`src/rtl/enum_stim_sequencer.sv`:
```
// Walks an int, a bit[2:0] and a logic[1:0] stimulus channel through every member in order,
// each value held HOLD clocks after a LEAD-clock lead-in; optional x/z tail via ENUM_STIM_SEQUENCER_XZ_EN.
module enum_stim_sequencer #(
    parameter int LEAD    = 4,
    parameter int HOLD    = 1,
    parameter int N_INT   = 7,
    parameter int N_BIT   = 5,
    parameter int N_LOGIC = 4
) (
    input  logic        clk_i,
    input  logic        rst_i,
    input  logic        start_i,
    input  logic        abort_i,
    output logic        busy_o,
    output logic        done_o,
    output logic [1:0]  phase_o,
    output logic [31:0] int_val_o,
    output logic        int_vld_o,
    output logic [2:0]  bit_val_o,
    output logic        bit_vld_o,
    output logic [1:0]  log_val_o,
    output logic        log_vld_o
);

`ifdef ENUM_STIM_SEQUENCER_XZ_EN
    // Two extra logic-channel steps carry the x and z values.
    localparam int N_LOG_STEPS = N_LOGIC + 2;
`else
    localparam int N_LOG_STEPS = N_LOGIC;
`endif

    localparam int MAXN_IB = (N_INT > N_BIT) ? N_INT : N_BIT;
    localparam int MAXN    = (MAXN_IB > N_LOG_STEPS) ? MAXN_IB : N_LOG_STEPS;
    localparam int IW      = (MAXN > 1) ? $clog2(MAXN) : 1;
    localparam int LW      = $clog2(LEAD + 1);
    localparam int HW      = $clog2(HOLD + 1);

    typedef enum logic [2:0] {
        S_IDLE,
        S_LEAD,
        S_RUN_INT,
        S_RUN_BIT,
        S_RUN_LOG,
        S_DONE
    } state_t;

    state_t         state_q, state_d;
    logic [LW-1:0]  lead_q, lead_d;
    logic [HW-1:0]  hold_q, hold_d;
    logic [IW-1:0]  idx_q, idx_d;
    logic [31:0]    int_val_q, int_val_d;
    logic [2:0]     bit_val_q, bit_val_d;
    logic [1:0]     log_val_q, log_val_d;

    logic [IW-1:0]  last_idx;
    state_t         after_state;
    logic           in_run;

    always_ff @(posedge clk_i) begin
        if (rst_i) begin
            state_q   <= S_IDLE;
            lead_q    <= '0;
            hold_q    <= '0;
            idx_q     <= '0;
            int_val_q <= '0;
            bit_val_q <= '0;
            log_val_q <= 2'b00;
        end else begin
            state_q   <= state_d;
            lead_q    <= lead_d;
            hold_q    <= hold_d;
            idx_q     <= idx_d;
            int_val_q <= int_val_d;
            bit_val_q <= bit_val_d;
            log_val_q <= log_val_d;
        end
    end

    // Per-channel end index and successor, shared by the common run-step logic below.
    always_comb begin
        last_idx    = '0;
        after_state = S_IDLE;
        in_run      = 1'b0;
        case (state_q)
            S_RUN_INT: begin
                last_idx    = IW'(N_INT - 1);
                after_state = S_RUN_BIT;
                in_run      = 1'b1;
            end
            S_RUN_BIT: begin
                last_idx    = IW'(N_BIT - 1);
                after_state = S_RUN_LOG;
                in_run      = 1'b1;
            end
            S_RUN_LOG: begin
                last_idx    = IW'(N_LOG_STEPS - 1);
                after_state = S_DONE;
                in_run      = 1'b1;
            end
            default: begin
                last_idx    = '0;
                after_state = S_IDLE;
                in_run      = 1'b0;
            end
        endcase
    end

    always_comb begin
        state_d   = state_q;
        lead_d    = lead_q;
        hold_d    = hold_q;
        idx_d     = idx_q;
        int_val_d = int_val_q;
        bit_val_d = bit_val_q;
        log_val_d = log_val_q;

        case (state_q)
            S_IDLE: begin
                if (start_i && !abort_i) begin
                    state_d = S_LEAD;
                    lead_d  = LW'(LEAD - 1);
                end
            end
            S_LEAD: begin
                if (lead_q == '0) begin
                    state_d = S_RUN_INT;
                    idx_d   = '0;
                    hold_d  = HW'(HOLD - 1);
                end else begin
                    lead_d = lead_q - LW'(1);
                end
            end
            S_DONE: state_d = S_IDLE;
            default: begin
                if (in_run) begin
                    if (hold_q != '0) begin
                        hold_d = hold_q - HW'(1);
                    end else begin
                        hold_d = HW'(HOLD - 1);
                        if (idx_q == last_idx) begin
                            idx_d   = '0;
                            state_d = after_state;
                        end else begin
                            idx_d = idx_q + IW'(1);
                        end
                    end
                end
            end
        endcase

        if (abort_i && (state_q != S_IDLE)) begin
            state_d = S_IDLE;
        end

        // Channel values only move while their channel is the active one, so they hold afterwards.
        case (state_d)
            S_RUN_INT: int_val_d = 32'(idx_d);
            S_RUN_BIT: bit_val_d = 3'(idx_d);
            S_RUN_LOG: begin
`ifdef ENUM_STIM_SEQUENCER_XZ_EN
                if (idx_d == IW'(N_LOGIC)) begin
                    log_val_d = 2'bxx;
                end else if (idx_d == IW'(N_LOGIC + 1)) begin
                    log_val_d = 2'bzz;
                end else begin
                    log_val_d = 2'(idx_d);
                end
`else
                log_val_d = 2'(idx_d);
`endif
            end
            default: log_val_d = log_val_q;
        endcase
    end

    always_comb begin
        busy_o    = (state_q != S_IDLE);
        done_o    = (state_q == S_DONE);
        int_vld_o = (state_q == S_RUN_INT);
        bit_vld_o = (state_q == S_RUN_BIT);
        log_vld_o = (state_q == S_RUN_LOG);
        phase_o   = 2'd0;
        case (state_q)
            S_RUN_INT: phase_o = 2'd1;
            S_RUN_BIT: phase_o = 2'd2;
            S_RUN_LOG: phase_o = 2'd3;
            default:   phase_o = 2'd0;
        endcase
        int_val_o = int_val_q;
        bit_val_o = bit_val_q;
        log_val_o = log_val_q;
    end

endmodule

```
`config.mk`:
```
export PLATFORM = sky130hd
export DESIGN_NAME = enum_stim_sequencer
export DESIGN_NICKNAME = d
export VERILOG_FILES = /design/src/rtl/enum_stim_sequencer.sv
export SDC_FILE = /design/constraint.sdc
export NUM_CORES = 1
export LEC_CHECK = 0
export CAP_MARGIN = 15
export CORE_ASPECT_RATIO = 1.75
export CORE_MARGIN = 3
export CORE_UTILIZATION = 40
export DETAILED_ROUTE_END_ITERATION = 8
export PLACE_DENSITY_LB_ADDON = 0.08
export SLEW_MARGIN = 20
export SYNTH_ARGS = -nofsm -noshare
export SYNTH_HDL_FRONTEND = slang
export SYNTH_SLANG_ARGS = --single-unit
```
`constraint.sdc`:
```
create_clock -name clk_i -period 2.75 [get_ports clk_i]
set_clock_uncertainty 0.1 [all_clocks]
set_input_delay 0.275 -clock clk_i [delete_from_list [all_inputs] [get_ports clk_i]]
set_output_delay 0.275 -clock clk_i [all_outputs]
set_load 0.01 [all_outputs]
```
# Word-level counts from Yosys, hierarchy flattened
# Index checks and enable logic that the tools add are counted.
op_classes:
  bitwise: 1
  n_eq_ne: 12
  div: 0
  magnitude_cmp: 0
  mul: 0
  add_sub_neg: 3
  muxes: 23
  n_reduce_logical: 12
  n_shift: 0
op_table:
  columns: ["operator", "count"]
  rows:
  - ["2-to-1 mux 3 bit", 12]
  - ["one-hot mux 3 bit (3 select lines)", 3]
  - ["== test 3 x 2 -> 1 bit, second input constant", 4]
  - ["one-hot mux 3 bit (2 select lines)", 2]
  - ["== test 3 bit, second input constant", 3]
  - ["zero test 3 bit", 2]
  - ["!= test 2 bit, second input constant", 3]
  - ["one-hot mux 2 bit (3 select lines)", 1]
  - ["AND reduction 3 bit", 2]
  - ["2-to-1 mux 1 bit", 4]
  - ["nonzero test 2 bit", 2]
  - ["adder 3 x 1 -> 3 bit, second input constant", 1]
  - ["== test 3 x 1 -> 1 bit, second input constant", 1]
  - ["== test 3 bit", 1]
  - ["nonzero test 3 bit", 1]
  - ["OR reduction 3 bit", 1]
  - ["subtractor 3 x 1 -> 3 bit, second input constant", 1]
  - ["logical AND 1 bit", 2]
  - ["one-hot mux 1 bit (2 select lines)", 1]
  - ["OR reduction 2 bit", 1]
  - ["zero test 1 bit", 1]
  - ["inverter 1 bit", 1]
  - ["subtractor 1 bit, second input constant", 1]
word_totals:
  output_inout_bits: 44
  mem_bits_rw: 0
  word_cells: 58
  register_bits: 18
  latch_bits: 0
  in_bits: 4
  mem_bits_ro: 0
  mem_count: 0

# Logic depth before layout (Yosys ltp)
logic_depth:
  depth_word: 9
  ltp_mapped: 9
  ltp_nobuf: 8

# Least setup slack after synthesis
# OpenSTA, ideal clock, no wires.
synth_path:
  path_kind: "flip-flop to flip-flop"
  startpoint: "register state_q[2]"
  endpoint: "register log_val_q[0] (netlist: log_val_o[0])"
  slack_ns: 0.735
  path_stages_with_launch: 7
  required_ns: 2.518
  period_less_slack_ns: 2.015
  arrival_ns: 1.783
  setup_ns: 0.132
  n_path_buf: 1
  cell_sequence: "dfxtp_1 -> buf_6 -> or4b_4 -> o22ai_2 -> or4b_1 -> nor3_1 -> nor3_1"
synth_via:
  elab_chain_cells: 9
  word_cells_on_any_way: 26
  cone_classes: "eq/ne: 7; mux: 14; reduce/logical: 5"
synth_lines:
  columns: ["item", "line", "source"]
  rows:
  - ["from (decl)", "47", "state_t state_q, state_d;"]
  - ["from (signal assigned)", "69", "state_q <= state_d;"]
  - ["== test 3 bit / == test 3 x 2 -> 1 bit (equally long branches)", "84", "case (state_q)"]
  - ["one-hot mux 3 bit (3 select lines)", "84", null]
  - ["== test 3 bit", "140", "if (idx_q == last_idx) begin"]
  - ["2-to-1 mux 3 bit", "140", null]
  - ["2-to-1 mux 3 bit", "136", "if (hold_q != '0) begin"]
  - ["2-to-1 mux 3 bit", "135", "if (in_run) begin"]
  - ["one-hot mux 3 bit (3 select lines)", "117", "case (state_q)"]
  - ["2-to-1 mux 3 bit", "151", "if (abort_i && (state_q != S_IDLE)) begin"]
  - ["== test 3 bit", "156", "case (state_d)"]
  - ["to (signal assigned)", "75", "log_val_q <= log_val_d;"]
  - ["to (decl)", "53", "logic [1:0] log_val_q, log_val_d;"]
# Several ways; a longest one is shown, not always the timed one.
# A chain may end at the register's enable or synchronous reset.

# Worst setup path in the final report
layout_path:
  startpoint: "register state_q[2]"
  endpoint: "output phase_o[1]"
layout_via:
  elab_chain_cells: 2
  word_cells_on_any_way: 4
  cone_classes: "eq/ne: 3; mux: 1"
layout_lines:
  columns: ["item", "line", "source"]
  rows:
  - ["== test 3 bit / == test 3 x 2 -> 1 bit (equally long branches)", "183", "case (state_q)"]
  - ["one-hot mux 2 bit (3 select lines) (*)", "183", null]
  - ["to (decl)", "16", "output logic [1:0] phase_o,"]
# Mark *: on every way between the ends. The rest lies on a longest branch, timed or not.

==> impl_results.md <==
* Register-to-register setup slack at about 520 ps
* Slew margin rel. at 58.2%
* Area leader, netlist: dfxtp_1
* Clock sinks at 17
* Asr flop ratio synth at 0%
* Syn. warnings at 0
* H-tree levels at 1
* Register area share after synthesis at 27.0%
* Crit path cell chain: or3b_1, o21ai_0, clkdlybuf4s50_1
* Crit. End Element: primary output
* Pleak at ~0.54 nW
* Hold Fails Final Rpt at 0
* Clk Latency, worst-skew pair at 250 ps
* Pins Over Slew Limit at 0
* CTS Hold Bufs at 0
* Post-CTS Setup Bufs at 0
* FF+latch area at 340 um2
* CTS max path bufs at 2
* Largest family of logic cells by synthesized area: buffers and inverters
* Cell family with most CP delay: flip-flops
* Wire length of the first global-routing pass at 4.51 mm
* Slowest CP cell: dfxtp_1
* Worst path required time at 2380 ps
* PostCTS Resize Cnt at 0
* Layout cell share with drive strength beyond 1 at a little under a tenth
* Post-Route WL at between 2 and 3 mm
* Simple-Gate Fraction of Synth Area at 22.3%
* FF+latch count, synth at 17
* Hold crit path type: reg2reg
* Worst r2r src: lead_q[0]$_SDFFE_PP0P_
* I/O Pins at 48
* Area Growth Syn to Fin at 10.8%
* Starting DRT DRC Count at 31
* DP HPWL at around 2.1 mm
* Commonest cells post-synth: 30 x buf_4, 17 x dfxtp_1, 12 x nor3_1
* Mapped Cells at between 150 and 200
* Port buffer count at 18
* CTS clk-pin slew, worst paths at 60 ps
* Min Clock Period, post-route at ~2400 ps
* Slew @ Worst Pin at 625 ps
* Multi-input logic area at 733 um2
* Post-layout power at about 0.0013 W
* CP Launch Type: flip-flop
* Initial Utilization at approximately 43%
* Adder-Cell Fraction of Synth Area at around 3.0%
* Synth top area share at 27.0%
* Tcrit/Tclk final at roughly 86%
* Row Count at 26
* WL/cell at approximately 12 um
* Crit path to: phase_o[1]
* Crit-path max cell delay at between 600 and 700 ps
* Layout Utilization at 47.2%
* Vias at 1045
* Cell Count, Final, Fillers Out at 211
* Hold_ws at 393 ps
* TritonCTS clock tree: yes
* Post-synthesis cell area at ~1300 um2
* Max_cap viols at 0
* Antenna fix cells at 0
* Final net count at approximately 180
* Mux contribution to synthesized area at less than 1%
* Die area at 3890 um2
* WS Path Type: reg2out
* Synth Area in XOR/XNOR at less than 1%
* Post-synth EDFFs at 0
* DRC Markers at 0
* RSZ-0062 raised after global routing: no
* Antenna-violating nets left at 0
* Drt first pass iters at 4
* Clk root buf: clkbuf_8
* Count leader, synth: buf_4
* DIE WIDTH at 48.4 um
* Initial antenna violation count at 0
* Largest net degree at the start of global routing at 19
* Worst-path maximum fanout at 18
* Dpl cells at 207
* Cell count along the critical path at 3
* Post-synth cell types at around 50
* Peak supply drop at 534 uV
* Die H at 80.2 um
* Setup Viol. Count Final at 0
* CP bufs+invs at 1
* R2R cell count at 8
* Vias in the first global route at roughly 1000
* GRT Util Overall at about 14%
* Compound-cell area share of the yosys netlist at between 20% and 30%
* Dominant synthesized flop cell: dfxtp_1
* Crit path DAT at ~2000 ps
* Core area at between 2000 and 3000 um2
* Ranking of synthesized cells by area: dfxtp_1 27%, buf_4 18%, nor3_1 4.8%
* Outcome: finished clean
* Peak Freq at approximately 420 MHz
* Launch point of the worst path: state_q[2]$_SDFF_PP0_
* Total CTS buffers at 3
* Reg2reg end: bit_val_o[2]$_SDFFE_PP0N_
* Final TNS setup at 0 ps
* Grt total ovfl at 0
* Synthesized area per cell at slightly above 8 um2
* Routability congestion estimate at 0.777
* Fill cell total of the finished layout at ~320
* Via-to-Cell Ratio at a little under 5
* Power Density at roughly 900 nW/um2
flip-flops by register name, summed over array words and instances (netlist names):
signal     count
idx_q          3
state_q        3
int_val_o      3
log_val_o      2
lead_q         3
bit_val_o      3
worst reg2reg max path, stage by stage, from the launching register on:
cell	delay, ps
dfxtp_1	300
inv_1	50
ha_1	190
ha_1	250
o21ai_0	190
o31ai_1	130
a211oi_2	540
a21oi_1	130
a311oi_1	260
metrics by stage:
| stage | setup WS (ps) | instance area, um2 |
|---|---|---|
| after detailed placement | 485 | 1350 |
| after global placement | 483 | 1350 |
| after global routing | 258 | 1400 |
| final | 388 | 1400 |
| after floorplan | 735 | 1370 |
| after CTS | 373 | 1400 |
where the power goes:
group	total, W	switching [W]	leakage, nW	internal [W]
Combinational	0.000741	0.000407	0.376	0.000335
Clock	0.000179	0.0000763	0.0228	0.000103
Sequential	0.000367	0.0000606	0.138	0.000306
Total	0.00129	0.000543	0.537	0.000743
layer usage:
metal / vias to the layer above / track usage (%) / wire, um
met5: - / 0 / 0
met4: 0 / 6.84 / 47
met3: 5 / 1.48 / 133
met2: 39 / 28.7 / 1460
met1: 477 / 14.3 / 986
li1: 524 / - / -
how the worst min path moves through the flow:
stage | from | endpoint | slack [ps] | cells past startpoint
CTS | lead_q[1]$_SDFFE_PP0P_ | lead_q[1]$_SDFFE_PP0P_ | 400 | 2
detailed placement | lead_q[2]$_SDFFE_PP0P_ | lead_q[2]$_SDFFE_PP0P_ | 390 | 2
finish | lead_q[1]$_SDFFE_PP0P_ | lead_q[1]$_SDFFE_PP0P_ | 390 | 2
global placement | lead_q[1]$_SDFFE_PP0P_ | lead_q[1]$_SDFFE_PP0P_ | 370 | 2
floorplan | abort_i | state_q[2]$_SDFF_PP0_ | 250 | 1
global route | bit_val_o[1]$_SDFFE_PP0N_ | bit_val_o[1]$_SDFFE_PP0N_ | 430 | 2
cells by family after synthesis:
family | after synthesis
mux | 1
xor+xnor | 1
buf+inv | 45
simple gates | 47
compound gates | 39
flops | 17
fa+ha+maj | 3
other cells | 1
cells in the final DEF, fill, tap and decap left out, drive strengths merged, types with 3 or more instances in the layout:
cell / count
conb: 29
clkdlybuf4s50: 18
dfxtp: 17
nor3: 12
nor2: 11
a21oi: 11
o21ai: 8
inv: 7
nor4: 4
clkbuf: 4
nor2b: 3
o31ai: 3
ha: 3
cell type report:
cell class | instances | area share [%]
Clock buffer | 4 | 3.23
Inverter | 8 | 2.15
Multi-Input combinational cell | 120 | 52.5
Sequential cell | 17 | 24.4
Tap cell | 42 | 3.76
Timing Repair Buffer | 20 | 14.0
(Power assumes the default switching activity.)
